--- config.mk ---
export PLATFORM = sky130hd
export DESIGN_NAME = clk_gen_multi
export DESIGN_NICKNAME = d
export VERILOG_FILES = /design/src/rtl/clk_gen_multi.sv
export SDC_FILE = /design/constraint.sdc
export NUM_CORES = 1
export LEC_CHECK = 0
export ABC_CLOCK_PERIOD_IN_PS = 2009
export CAP_MARGIN = 20
export CORE_MARGIN = 3
export CORE_UTILIZATION = 45
export CTS_BUF_LIST = sky130_fd_sc_hd__clkbuf_16
export DETAILED_ROUTE_END_ITERATION = 8
export GPL_TIMING_DRIVEN = 0
export PLACE_DENSITY = 0.67
export SKIP_CTS_REPAIR_TIMING = 1
export SYNTH_ARGS = -nofsm -noshare
export SYNTH_HDL_FRONTEND = slang
export SYNTH_SLANG_ARGS = --single-unit
export TNS_END_PERCENT = 100
--- constraint.sdc ---
create_clock -name _iClk -period 2.01 [get_ports _iClk]
set_input_delay 0.3015 -clock _iClk [delete_from_list [all_inputs] [get_ports _iClk]]
set_output_delay 0.3015 -clock _iClk [all_outputs]
set_load 0.02 [all_outputs]
--- src/rtl/clk_gen_multi.sv ---
// clk_gen_multi: independent programmable clock dividers with clean stop,
// double-buffered divisors and a shared phase-realign strobe.
module clk_gen_multi #(
  parameter  int Channels   = 2,
  parameter  int DivWidth   = 16,
  parameter  int DefaultDiv = 0,
  localparam int ChanW      = (Channels > 1) ? $clog2(Channels) : 1
) (
  input  logic                _iClk,
  input  logic                _iRst,
  input  logic [Channels-1:0] _iEn,
  input  logic                _iWrEn,
  input  logic [ChanW-1:0]    _iWrChan,
  input  logic [DivWidth-1:0] _iWrDiv,
  input  logic                _iSync,
  output logic [Channels-1:0] _oClk,
  output logic [Channels-1:0] _oTick
);

  typedef enum logic [1:0] {
    IDLE,
    RUN,
    STOPPING
  } chanState_t;

  localparam logic [DivWidth-1:0] ResetDiv = DivWidth'(DefaultDiv);

  for (genvar c = 0; c < Channels; c++) begin : gChan
    chanState_t          state, stateN;
    logic [DivWidth-1:0] pend, pendN;
    logic [DivWidth-1:0] act, actN;
    logic [DivWidth-1:0] cnt, cntN;
    logic                clkR, clkN;
    logic                tickR, tickN;
    logic                wrHit, term, en;
    logic [DivWidth-1:0] nextDiv;

    assign en      = _iEn[c];
    assign wrHit   = _iWrEn && (int'(_iWrChan) == c);
    assign term    = (cnt == act);
    // a write landing on a reload cycle goes straight to active
    assign nextDiv = wrHit ? _iWrDiv : pend;

    always_ff @(posedge _iClk) begin
      if (_iRst) begin
        state <= IDLE;
        pend  <= ResetDiv;
        act   <= ResetDiv;
        cnt   <= '0;
        clkR  <= 1'b0;
        tickR <= 1'b0;
      end else begin
        state <= stateN;
        pend  <= pendN;
        act   <= actN;
        cnt   <= cntN;
        clkR  <= clkN;
        tickR <= tickN;
      end
    end

    always_comb begin
      stateN = state;
      pendN  = wrHit ? _iWrDiv : pend;
      actN   = act;
      cntN   = cnt;
      clkN   = clkR;
      tickN  = 1'b0;
      unique case (state)
        IDLE: begin
          cntN = '0;
          clkN = 1'b0;
          if (en) begin
            stateN = RUN;
            actN   = pend;
          end
        end
        RUN, STOPPING: begin
          if (_iSync) begin
            cntN   = '0;
            clkN   = 1'b0;
            actN   = nextDiv;
            stateN = (state == RUN && en) ? RUN : IDLE;
          end else if (state == RUN && !en && !clkR) begin
            stateN = IDLE;
            cntN   = '0;
          end else if (term) begin
            clkN   = !clkR;
            tickN  = !clkR;
            cntN   = '0;
            actN   = nextDiv;
            stateN = en ? RUN : IDLE;
          end else begin
            cntN   = cnt + DivWidth'(1);
            stateN = en ? RUN : STOPPING;
          end
        end
        default: begin
          stateN = IDLE;
          cntN   = '0;
          clkN   = 1'b0;
        end
      endcase
    end

    assign _oClk[c]  = clkR;
    assign _oTick[c] = tickR;
  end

endmodule
==> run summary <==
maximum clock frequency - 519.3 MHz
vias - 3,479
fin crit share - 95.80%
All-Layer GR Usage - 17.58%
clock skew - 0.009566 ns
commonest cells in the synthesized netlist - dfxtp_1 (104), nand2_1 (78), nor2_1 (47), xnor2_1 (47), a21oi_1 (36)
Post-Synthesis Cell Area - 4627 um2
area grow syn2layout - 18.52%
HP Class - reg -> reg
Worst EP arrival - 2.16 ns
leakage - 0.002006 uW
Initial Utilization - 46.91%
Yosys warnings - 0
initial drt markers - 131
Synth cell types - 37
H-tree depth - 3
area share of the largest cell type after synthesis - 45.00%
ys async rst share - 0%
grt ovf - 0
Detail Placement HPWL - 7228 um
Max Cap Violations - 0
max_slew headroom - 66.80%
Synth Register Bits - 104
layout cell share with drive strength beyond 1 - 10.04%
Avg Synthesized Cell Area - 9.199 um2
core area - 9864 um2
Clock Latency Late Sink - 0.35 ns
Hold Worst Slack - 0.4543 ns
Power Density - 823.7 nW/um2
Critical Path RT - 2.25 ns
vias in the first global route - 3,280
Clock Tree Root - clkbuf_16
nets - 574
Mapped Cells - 503
diodes inserted - 0
residual DRC count - 0
cell accounting for the most synthesized area - dfxtp_1
first-pass detailed-route iteration total - 4
most numerous cell in the Yosys netlist - dfxtp_1
Finish-stage setup viols - 0
# port buffers - 26
Peak VDD IR - 0.0004242 V
die area - 11,530 um2
number of synthesized flops with an enable pin - 0
critical path class - reg -> reg
vias per cell - 5.109
final setup TNS - 0 ns
max-slew violation count - 0
Worst Tran Pin Value - 0.4981 ns
CP Capture Type - flop
Reg clk slew, reported paths - 0.07 ns
antenna-violating nets left - 0
RSZ-0062 raised after global routing - yes
Synthesized Nets - 534
largest net degree at the start of global routing - 19
fin util - 55.59%
first-pass GRT wire length - 15,900 um
initial antenna violation count - 0
Sink Count - 104
sequential area share after synthesis - 45.00%
startpoint types - flop
Hold Fails Final Rpt - 0
Max clock buf depth - 2
synth top area cells - dfxtp_1 (45%), xnor2_1 (8.9%), mux2i_1 (6.9%), nand2_1 (6.3%), o2bb2ai_1 (6.1%)
Max FO, Critical Path - 10
Hold Crit Depth - 2
row count - 36
total CTS buffers - 9
WL/cell - 14.29 um
Tmin final - 1.926 ns
Primary FF master, synth - dfxtp_1
Die Span Y - 107.4 um
final wirelength - 9730 um
worst reg2reg path depth - 9
die width - 107.4 um
I/O pin count - 27
Routability Congestion - 0.8305
outcome - finished clean
Total Power Consumption - 4517 uW
TritonCTS clock tree - yes
-- area by class of cell --
type / count / area, um2
inverters: 13 / 48.80
repair buffers: 29 / 286.5
flip-flops and latches: 104 / 2083
multi-input cells: 360 / 2461
plain buffers: 26 / 156.4
fillers: 882 / 4380
well taps: 133 / 166.4
clock buffers: 9 / 225.2
clock inverters: 7 / 56.30
-- cells by family (layout without fill, tap and decap cells) --
family	after synthesis	count (layout)	synth area share, %
compound gates	80	80	12.33
simple gates	180	180	18.12
mux	32	32	6.923
flops	104	104	45.00
fa+ha+maj	8	8	2.163
xor+xnor	60	60	11.36
buf+inv	39	84	4.110
-- layout by cell type, fill, tap and decap left out, types with 3 or more instances in the layout --
cell type	netlist	layout
and3_1	3	3
clkbuf_1	8	8
mux2i_1	32	32
buf_4	7	10
xor2_1	13	13
buf_6	1	3
nand2_1	78	76
inv_1	13	13
clkbuf_16	0	9
nor3_1	5	3
nor3b_1	5	5
ha_1	8	6
a21oi_1	36	36
nand3_1	12	12
clkdlybuf4s50_1	0	26
nor2_1	47	45
buf_2	8	4
nand2b_1	4	4
nand4_1	12	12
xnor2_1	47	47
dfxtp_1	104	103
o2bb2ai_1	32	32
-- path summary, 6_finish.rpt --
| kind | startpoint | endpoint | slack, ns |
|---|---|---|---|
| max | gChan[0].cnt[2] | gChan[0].cnt[10] | 0.08 |
| min | gChan[0].pend[15] | gChan[0].pend[15] | 0.45 |
| max reg2reg | gChan[0].cnt[2] | gChan[0].cnt[10] | 0.08 |
| min reg2reg | gChan[0].pend[15] | gChan[0].pend[15] | 0.45 |
-- registers in the layout (all words and copies together) (netlist names) --
register,count
gChan.pend,32
gChan.cnt,32
gChan.state,4
gChan.clkR,2
gChan.tickR,2
gChan.act,32
-- metrics by stage --
step           cell area, um2  setup slack [ns]  cells
2_1_floorplan            4627            0.2724    503
4_1_cts                  5335          -0.09762    678
5_1_grt                  5484          -0.03200    681
3_3_place_gp             5054           -0.2993    662
3_5_place_dp             5054           -0.3641    662
6_report                 5484           0.08441    681
-- routing by layer --
metal	global-route usage (%)	vias up	share of wire [%]
met3	4.019	15	2.4
li1	-	1806	-
met1	21.93	1624	47
met4	7.304	0	2.0
met5	0	-	0
met2	29.27	34	49
-- critical path: stages (launching register included) --
cell,delay (ns)
dfxtp_1,0.30
buf_2,0.15
xnor2_1,0.22
nand4_1,0.19
nor4_4,0.32
buf_6,0.17
or2_2,0.11
buf_4,0.15
buf_6,0.15
nor2_1,0.06
-- where the power goes --
group          internal, uW  switching [uW]
combinational           298             354
sequential             2140            53.0
clock                   854             818
total                  3290            1230
Note: power is estimated with default switching activity, not from simulation.
